[src/rtl/dem_ctrl_sched_pkg.sv]
// Shared mode and direction encodings for the counter sequencing controller.
package dem_ctrl_sched_pkg;

    typedef enum logic [1:0] {
        MODE_MANUAL  = 2'b00,
        MODE_AUTO_UP = 2'b01,
        MODE_AUTO_DN = 2'b10,
        MODE_HOLD    = 2'b11
    } mode_e;

    localparam logic DIR_UP = 1'b1;
    localparam logic DIR_DN = 1'b0;

    function automatic mode_e next_mode(input mode_e m);
        case (m)
            MODE_MANUAL:  return MODE_AUTO_UP;
            MODE_AUTO_UP: return MODE_AUTO_DN;
            MODE_AUTO_DN: return MODE_HOLD;
            default:      return MODE_MANUAL;
        endcase
    endfunction

endpackage

[src/rtl/dem_ctrl_sched_if.sv]
// Button/command bundle between the debouncers, the controller and the counter.
interface dem_ctrl_sched_if #(parameter int CNT_W = 2);
    logic             btn_clr;
    logic             btn_mode;
    logic             btn_up;
    logic             btn_dn;
    logic [4:0]       tg_nn;
    logic [CNT_W-1:0] cnt_q;
    logic             ena_db;
    logic             dir;
    logic             clr;
    logic [1:0]       mode_st;
    logic             sat;

    modport master (
        output btn_clr, btn_mode, btn_up, btn_dn, tg_nn, cnt_q,
        input  ena_db, dir, clr, mode_st, sat
    );

    modport slave (
        input  btn_clr, btn_mode, btn_up, btn_dn, tg_nn, cnt_q,
        output ena_db, dir, clr, mode_st, sat
    );
endinterface

[src/rtl/dem_tick_gen.sv]
// Auto-step pacing: prescaler of PRE_DIV cycles, then a 5-bit base-tick counter compared live to tg_nn.
module dem_tick_gen #(
    parameter int PRE_DIV = 1000000
) (
    input  logic       ckht,
    input  logic       rst,
    input  logic       run,
    input  logic       zero,
    input  logic [4:0] tg_nn,
    output logic       step_tick
);
    localparam int PW = (PRE_DIV > 2) ? $clog2(PRE_DIV) : 1;

    logic [PW-1:0] pre;
    logic [4:0]    tick;
    logic          base;

    assign base      = run && (pre == PW'(PRE_DIV - 1));
    assign step_tick = base && !zero && (tick == tg_nn);

    // tick wraps 31->0 naturally, so a lowered tg_nn waits for the wrap instead of firing early
    always_ff @(posedge ckht) begin
        if (!rst || zero) begin
            pre  <= '0;
            tick <= '0;
        end else if (run) begin
            pre <= base ? '0 : pre + 1'b1;
            if (base)
                tick <= (tick == tg_nn) ? 5'd0 : tick + 1'b1;
        end
    end
endmodule

[src/rtl/dem_ctrl_sched.sv]
// Button arbiter and auto-step sequencer for the 2-bit counter. Optional macro: SATURATE_EN.
module dem_ctrl_sched
    import dem_ctrl_sched_pkg::*;
#(
    parameter int CNT_W   = 2,
    parameter int MAX_VAL = 3,
    parameter int PRE_DIV = 1000000
) (
    input  logic               ckht,
    input  logic               rst,
    dem_ctrl_sched_if.slave    bus
);
`ifdef SATURATE_EN
    localparam bit SAT_EN = 1'b1;
`else
    localparam bit SAT_EN = 1'b0;
`endif

    mode_e mode;
    logic  ena_r, dir_r, clr_r, sat_r;
    logic  run, zero, step_tick, want, want_dir, limit;

    assign run  = (mode == MODE_AUTO_UP) || (mode == MODE_AUTO_DN);
    assign zero = bus.btn_clr || bus.btn_mode;

    dem_tick_gen #(.PRE_DIV(PRE_DIV)) u_tick (
        .ckht      (ckht),
        .rst       (rst),
        .run       (run),
        .zero      (zero),
        .tg_nn     (bus.tg_nn),
        .step_tick (step_tick)
    );

    // step request after clr/mode have had their chance; up+dn together cancel
    always_comb begin
        want     = 1'b0;
        want_dir = DIR_UP;
        if (!zero) begin
            if (mode == MODE_MANUAL && (bus.btn_up ^ bus.btn_dn)) begin
                want     = 1'b1;
                want_dir = bus.btn_up ? DIR_UP : DIR_DN;
            end else if (step_tick) begin
                want     = 1'b1;
                want_dir = (mode == MODE_AUTO_UP) ? DIR_UP : DIR_DN;
            end
        end
    end

    assign limit = (want_dir == DIR_UP) ? (bus.cnt_q == CNT_W'(MAX_VAL)) : (bus.cnt_q == '0);

    always_ff @(posedge ckht) begin
        if (!rst) begin
            mode  <= MODE_MANUAL;
            ena_r <= 1'b0;
            dir_r <= DIR_UP;
            clr_r <= 1'b0;
            sat_r <= 1'b0;
        end else begin
            ena_r <= 1'b0;
            clr_r <= 1'b0;
            sat_r <= 1'b0;
            if (bus.btn_clr) begin
                clr_r <= 1'b1;
            end else if (bus.btn_mode) begin
                mode <= next_mode(mode);
            end else if (want) begin
                if (SAT_EN && limit) begin
                    sat_r <= 1'b1;
                    if (run)
                        mode <= (mode == MODE_AUTO_UP) ? MODE_AUTO_DN : MODE_AUTO_UP;
                end else begin
                    ena_r <= 1'b1;
                    dir_r <= want_dir;
                end
            end
        end
    end

    assign bus.ena_db  = ena_r;
    assign bus.dir     = dir_r;
    assign bus.clr     = clr_r;
    assign bus.mode_st = mode;
    assign bus.sat     = sat_r;
endmodule

[src/flat_wrapper.sv]
// flat-port wrapper written by rule: the top's interface ports become plain ports
module dem_ctrl_sched_flat import dem_ctrl_sched_pkg::*;
#(
    parameter int CNT_W   = 2,
    parameter int MAX_VAL = 3,
    parameter int PRE_DIV = 1000000
)
  (ckht, rst, bus_btn_clr, bus_btn_mode, bus_btn_up, bus_btn_dn, bus_tg_nn, bus_cnt_q, bus_ena_db, bus_dir, bus_clr, bus_mode_st, bus_sat);
  dem_ctrl_sched_if #(.CNT_W(CNT_W)) bus_i ();
  input  logic ckht;
  input  logic rst;
  input wire logic [$bits(bus_i.btn_clr)-1:0] bus_btn_clr;
  input wire logic [$bits(bus_i.btn_mode)-1:0] bus_btn_mode;
  input wire logic [$bits(bus_i.btn_up)-1:0] bus_btn_up;
  input wire logic [$bits(bus_i.btn_dn)-1:0] bus_btn_dn;
  input wire logic [$bits(bus_i.tg_nn)-1:0] bus_tg_nn;
  input wire logic [$bits(bus_i.cnt_q)-1:0] bus_cnt_q;
  output wire logic [$bits(bus_i.ena_db)-1:0] bus_ena_db;
  output wire logic [$bits(bus_i.dir)-1:0] bus_dir;
  output wire logic [$bits(bus_i.clr)-1:0] bus_clr;
  output wire logic [$bits(bus_i.mode_st)-1:0] bus_mode_st;
  output wire logic [$bits(bus_i.sat)-1:0] bus_sat;
  assign bus_i.btn_clr = bus_btn_clr;
  assign bus_i.btn_mode = bus_btn_mode;
  assign bus_i.btn_up = bus_btn_up;
  assign bus_i.btn_dn = bus_btn_dn;
  assign bus_i.tg_nn = bus_tg_nn;
  assign bus_i.cnt_q = bus_cnt_q;
  assign bus_ena_db = bus_i.ena_db;
  assign bus_dir = bus_i.dir;
  assign bus_clr = bus_i.clr;
  assign bus_mode_st = bus_i.mode_st;
  assign bus_sat = bus_i.sat;
  dem_ctrl_sched #(.CNT_W(CNT_W), .MAX_VAL(MAX_VAL), .PRE_DIV(PRE_DIV)) u_core (.ckht(ckht), .rst(rst), .bus(bus_i));
endmodule
[config.mk]
export PLATFORM = sky130hd
export DESIGN_NAME = dem_ctrl_sched_flat
export DESIGN_NICKNAME = d
export VERILOG_FILES = /design/src/rtl/dem_ctrl_sched_pkg.sv /design/src/rtl/dem_ctrl_sched_if.sv /design/src/rtl/dem_tick_gen.sv /design/src/rtl/dem_ctrl_sched.sv /design/src/flat_wrapper.sv
export SDC_FILE = /design/constraint.sdc
export NUM_CORES = 1
export LEC_CHECK = 0
export ABC_AREA = 1
export ABC_CLOCK_PERIOD_IN_PS = 2300
export BUFFER_PORTS_ARGS = -buffer_cell sky130_fd_sc_hd__buf_4
export CAP_MARGIN = 15
export CORE_ASPECT_RATIO = 0.6
export CORE_MARGIN = 8
export CORE_UTILIZATION = 30
export CTS_CLUSTER_SIZE = 28
export DETAILED_ROUTE_END_ITERATION = 8
export PLACE_DENSITY = 0.52
export SETUP_SLACK_MARGIN = 0.3
export SLEW_MARGIN = 10
export SYNTH_ARGS = -nofsm -noshare
export SYNTH_HDL_FRONTEND = slang
export SYNTH_SLANG_ARGS = --single-unit
[constraint.sdc]
create_clock -name ckht -period 2.3 [get_ports ckht]
set_input_delay 0.115 -clock ckht [delete_from_list [all_inputs] [get_ports ckht]]
set_output_delay 0.115 -clock ckht [all_outputs]
set_load 0.02 [all_outputs]
# Word-level counts from Yosys, hierarchy flattened
# Index checks and enable logic that the tools add are counted.
# W data, S select, Z words.
[totals]
register_bits = 30
latchBits = 0
mem_bits_rw = 0
mem_bits_ro = 0
input_bits = 13
out_inout_bits = 6
elab_cells = 43
n_memories = 0
[op_classes]
addsub = 2
n_mul = 0
n_div = 0
n_lt_le_gt_ge = 0
eq_ne = 4
shift = 0
muxes = 13
n_bitwise = 4
n_reduce_logical = 14
[op_table]
columns = ["cell", "count"]
rows = [
  ["$add A20 B1 Y20 const B", 1],
  ["$eq A20 B20 Y1 const B", 1],
  ["$mux W20", 1],
  ["$mux W1", 10],
  ["$pmux W2 S3", 1],
  ["$add A5 B1 Y5 const B", 1],
  ["$eq A5 B5 Y1", 1],
  ["$mux W5", 1],
  ["$logic_and A1 B1 Y1", 4],
  ["$reduce_and A2 Y1", 2],
  ["$logic_or A1 B1 Y1", 3],
  ["$not A1 Y1", 3],
  ["$reduce_and A3 Y1", 1],
  ["$reduce_or A3 Y1", 1],
  ["$eq A2 B1 Y1 const B", 1],
  ["$eq A2 B2 Y1 const B", 1],
  ["$logic_not A1 Y1", 2],
  ["$logic_not A2 Y1", 1],
  ["$xor A1 B1 Y1", 1],
]

# Longest topological paths before layout
[depth]
ltp_word = 9
ltp_mapped = 11
ltp_nobuf = 11

# Modules after synthesis
# A second synthesis with hierarchy kept.
[hier_totals]
hier_cells = 288
hier_area_um2 = 1926.8
[modules_own_cells]
columns = ["module", "n_inst", "cells_each", "area_per_inst_um2", "seq_area_each_um2"]
rows = [
  ["dem_tick_gen", 1, 244, 1617.8, 500.5],
  ["dem_ctrl_sched", 1, 44, 309.0, 100.1],
]

# Worst setup path before layout
# No wires, ideal clock.
[synth_timing]
kind = "flip-flop to flip-flop"
from = "register u_core.mode[0] (netlist: u_core.bus.mode_st[0])"
to = "register u_core.dir_r (netlist: u_core.bus.dir)"
setup_time_ps = 112
t_arrival_ps = 1707
required_time_ps = 2188
slack_ps = 481
path_stages_with_launch = 12
n_path_buf = 0
path_cell_list = "dfxtp_1 inv_1 ha_1 nand3_1 nor2_2 nand3_2 nor2_8 nand2_1 nand2_1 nand2_1 nand2_1 nand2_1"
[synth_via]
elab_chain_cells = 9
elab_cells_between_ends = 16
cone_classes = "2 x eq/ne; 7 x mux; 7 x reduce/logical"
[synth_lines]
columns = ["element", "line_no", "text"]
rows = [
  ["from (decl)", "dem_ctrl_sched.sv:19", "mode_e mode;"],
  ["from (signal assigned)", "dem_ctrl_sched.sv:66", "mode <= next_mode(mode);"],
  ["from (signal assigned)", "dem_ctrl_sched.sv:71", "mode <= (mode == MODE_AUTO_UP) ? MODE_AUTO_DN : MODE_AUTO_UP;"],
  ["$eq A2 B1 Y1 or $eq A2 B2 Y1 (tied branches)", "dem_ctrl_sched.sv:23", "assign run = (mode == MODE_AUTO_UP) || (mode == MODE_AUTO_DN);"],
  ["$logic_or A1 B1 Y1 *", "dem_ctrl_sched.sv:23", ""],
  ["named net u_core.run", "dem_ctrl_sched.sv:21", "logic run, zero, step_tick, want, want_dir, limit;"],
  ["$logic_and A1 B1 Y1 *", "dem_tick_gen.sv:18", "assign base = run && (pre == PW'(PRE_DIV - 1));"],
  ["$logic_and A1 B1 Y1 * (2 in series)", "dem_tick_gen.sv:19", "assign step_tick = base && !zero && (tick == tg_nn);"],
  ["$mux W1", "dem_ctrl_sched.sv:43", "end else if (step_tick) begin"],
  ["$mux W1", "dem_ctrl_sched.sv:40", "if (mode == MODE_MANUAL && (bus.btn_up ^ bus.btn_dn)) begin"],
  ["$mux W1", "dem_ctrl_sched.sv:39", "if (!zero) begin"],
  ["$reduce_and A3 Y1 (no line)", "-", ""],
  ["to (signal assigned)", "dem_ctrl_sched.sv:74", "dir_r <= want_dir;"],
  ["to (decl)", "dem_ctrl_sched.sv:20", "logic ena_r, dir_r, clr_r, sat_r;"],
]
# The timed path passes the listed nets; every way through them passes the cells marked *.
# A chain may end at the register's enable or synchronous reset.

# Worst setup path after layout
# Same ends and word-level chain as after synthesis.

==> impl_summary.log <==
[metrics] maxcap violations: 0
[metrics] Max VDD drop: 0.3244 mV
[metrics] endpoint class of the critical path: flip-flop
[metrics] most used flip-flop cell after synthesis: sky130_fd_sc_hd__dfxtp_1
[metrics] Final Hold Fails: 0
[metrics] synthesized area divided by synthesized cell count: 6.471 um^2
[metrics] static leakage power: 0.0008993 uW
[metrics] number of global-route vias before repair: 1,568
[metrics] DRC marker count from the first detailed-route iteration: 114
[metrics] cell breakdown of the critical path: inv_1, ha_4, nand3_2, nor2_2, nand3_2, nor2_8, nand2_1, nand2_1, nand2_1, nand2_1, nand2_1
[metrics] overall die area: 8681 um^2
[metrics] grt ovf: 0
[metrics] count of distinct cell types in the synthesized netlist: 26
[metrics] GRT Overall Usage: 0.1086
[metrics] final clock period utilization by the worst path: 0.7674
[metrics] Final Instance Count excl. Fillers: 375
[metrics] setup violators final: 0
[metrics] final standard cell utilization of the core: 0.3714
[metrics] remaining routing DRC violations: 0
[metrics] TritonRoute pass-1 iters: 4
[metrics] Synthesis Warnings: 0
[metrics] first-pass GRT wire length: 7389 um
[metrics] number of synthesized register bits: 30
[metrics] clock buffers created by TritonCTS: 5
[metrics] Hold Buf Count CTS: 0
[metrics] Antenna Violating Nets Remaining: 0
[metrics] cells after synthesis: 273
[metrics] via count: 1,642
[metrics] HP Class: input port to flip-flop
[metrics] Clock Skew: 8.210 ps
[metrics] vertical extent of the die: 75.44 um
[metrics] final slew viol count: 0
[metrics] Critical Path RT: 2480 ps
[metrics] Sinks on Clock Net: 30
[metrics] GPL Wtd Cong: 0.8285
[metrics] outcome: finished clean
[metrics] number of enable-type register cells in the synthesized netlist: 0
[metrics] number of core rows: 21
[metrics] slowest cell delay on critical path: 370 ps
[metrics] P&R area growth vs syn: 18.20%
[metrics] horizontal die dimension: 115.1 um
[metrics] cell count after placement: 367
[metrics] Final Critical Period: 1765 ps
[metrics] Worst setup SP type: flip-flop
[metrics] Via density: 4.379
[metrics] CTS tree: yes
[metrics] setup total negative slack: 0 ps
[metrics] share of cells above drive strength 1: 0.1458
[metrics] cell family contributing the most delay on the critical path: simple AND/OR/NAND/NOR gates
[metrics] routed length per instance: 11.35 um
[metrics] root cell of the clock tree: sky130_fd_sc_hd__clkbuf_8
[metrics] proportion of synthesized flip-flops having asynchronous set or reset: 0
[metrics] portion of the post-synthesis area used by sequential elements: 0.3399
[metrics] Worst path slowest cell: sky130_fd_sc_hd__dfxtp_2
[metrics] total standard cell area after synthesis: 1767 um^2
[metrics] num ports: 19
[metrics] maximum number of pins on one net before global-route repair: 11
[metrics] WP buf/inv: 1
[metrics] port bufs: 15
[metrics] maximum clock rate: 566.6 MHz
[metrics] Skew-Pair Late Insertion Delay: 280 ps
[metrics] post-detail-place hpwl: 3431 um
[metrics] setup repair after global routing missed its margin: no
[metrics] Total Nets Final: 313
[metrics] critical path data arrival time: 1940 ps
[metrics] Initial Util: 0.3142
[metrics] Reg clk slew, reported paths: 70 ps
[metrics] Synthesized Nets: 292
[metrics] Max Fanout on Critical Path: 8
[metrics] clk buf depth: 2
[metrics] number of levels the H-tree was split into: 2
[metrics] critical path start-end classification: flip-flop to flip-flop
[metrics] final WL: 4258 um
[metrics] number of antenna violations at the first check in global routing: 0
[metrics] power density over the cells: 511.4 nW/um^2
[metrics] Core Box Area: 5623 um^2
[metrics] cell seen most often among critical-path stages: sky130_fd_sc_hd__nand2_1
[metrics] n_diodes: 0
## logic make-up after synthesis
group                    Yosys count  synth area share
adder cells (fa/ha/maj)            6           0.04249
other                              1          0.002123
XOR/XNOR                           9           0.04461
AND/OR/NAND/NOR                  160            0.4058
buffers and inverters             44           0.09561
AO/OA/AOI/OAI                     23           0.06941
flip-flops                        30            0.3399
## synth_stat cells, types with 2 or more instances
library cell              number  area, um^2
sky130_fd_sc_hd__nand3_2       3       30.03
sky130_fd_sc_hd__xnor2_1       5       43.79
sky130_fd_sc_hd__nand3_1      19       95.09
sky130_fd_sc_hd__inv_1        40       150.1
sky130_fd_sc_hd__nand2_1      67       251.5
sky130_fd_sc_hd__ha_1          6       75.07
sky130_fd_sc_hd__dfxtp_1      30       600.6
sky130_fd_sc_hd__nand4_1       5       31.28
sky130_fd_sc_hd__a21oi_1       9       45.04
sky130_fd_sc_hd__o21ai_0      10       50.05
sky130_fd_sc_hd__nor3_1       11       55.05
sky130_fd_sc_hd__inv_2         3       11.26
sky130_fd_sc_hd__nor2_4        2       22.52
sky130_fd_sc_hd__nor2_1       46       172.7
sky130_fd_sc_hd__xor2_1        4       35.03
sky130_fd_sc_hd__nor2_2        3       18.77
## timing repair
| item | 4_1_cts | 5_1_grt |
|---|---|---|
| setup buffers | 0 | 0 |
| endpoints found under the hold margin | 0 | 0 |
| resized for setup | 0 | 7 |
| endpoints found under the setup margin | 0 | 24 |
## stage by stage
stage	worst slack [ps]	hold WS (ps)	cell area [um^2]	total power [uW]
5_1_grt	369.1	43.71	2088	1127
6_report	535.0	35.29	2088	1068
3_5_place_dp	324.9	319.9	1972	629.9
3_3_place_gp	352.9	317.5	1972	629.5
2_1_floorplan	481.1	208.5	1767	593.2
4_1_cts	305.5	28.40	2063	1078
## final timing paths
kind	startpoint	end	slack, ps	cells after the start
setup / recovery	u_core.bus.mode_st[0]	u_core.bus.dir	530	11
hold / removal	bus_btn_clr	u_core.bus.clr	40	3
setup reg to reg	u_core.bus.mode_st[0]	u_core.bus.dir	530	11
hold reg to reg	u_core.u_tick.pre[15]	u_core.u_tick.pre[15]	510	1
## power breakdown
part / switching, uW / internal, uW / total (uW)
combinational: 53.8 / 39.5 / 93.4
sequential: 4.79 / 526 / 530
clock: 203 / 241 / 444
## cell type report
class | instances | area (um^2)
flip-flops and latches | 30 | 603.1
repair buffers | 15 | 112.6
clock buffers | 7 | 86.33
clock inverters | 1 | 5.005
inverters | 43 | 161.4
fillers | 647 | 3535
well taps | 80 | 100.1
multi-input cells | 199 | 1020
## tightest hold or removal path: stages
cell and delay [ps]:
sky130_fd_sc_hd__buf_4 90, sky130_fd_sc_hd__nand2_1 40, sky130_fd_sc_hd__inv_1 40
## registers in the layout, summed over array words and instances, names as in the netlist
name                cells
u_core.bus.mode_st      2
u_core.bus.clr          1
u_core.bus.ena_db       1
u_core.u_tick.pre      20
u_core.bus.dir          1
u_core.u_tick.tick      5
## layout by cell type (no fill, tap or decap), types with 6 or more instances in the layout
cell                       instances
sky130_fd_sc_hd__nand2_1          66
sky130_fd_sc_hd__nor2_1           45
sky130_fd_sc_hd__inv_1            40
sky130_fd_sc_hd__dfxtp_1          28
sky130_fd_sc_hd__nand3_1          18
sky130_fd_sc_hd__buf_4            15
sky130_fd_sc_hd__nor3_1           11
sky130_fd_sc_hd__o21ai_0          10
sky130_fd_sc_hd__a21oi_1           9
sky130_fd_sc_hd__clkbuf_8          6
## per-layer routing
metal	vias up	GRT usage	wire, um
li1	899	-	-
met1	698	0.1665	2407
met2	41	0.1353	1424
met3	4	0.03639	403
met4	0	0.02601	23
met5	-	0	0
Power figures use the tool's default switching activity.
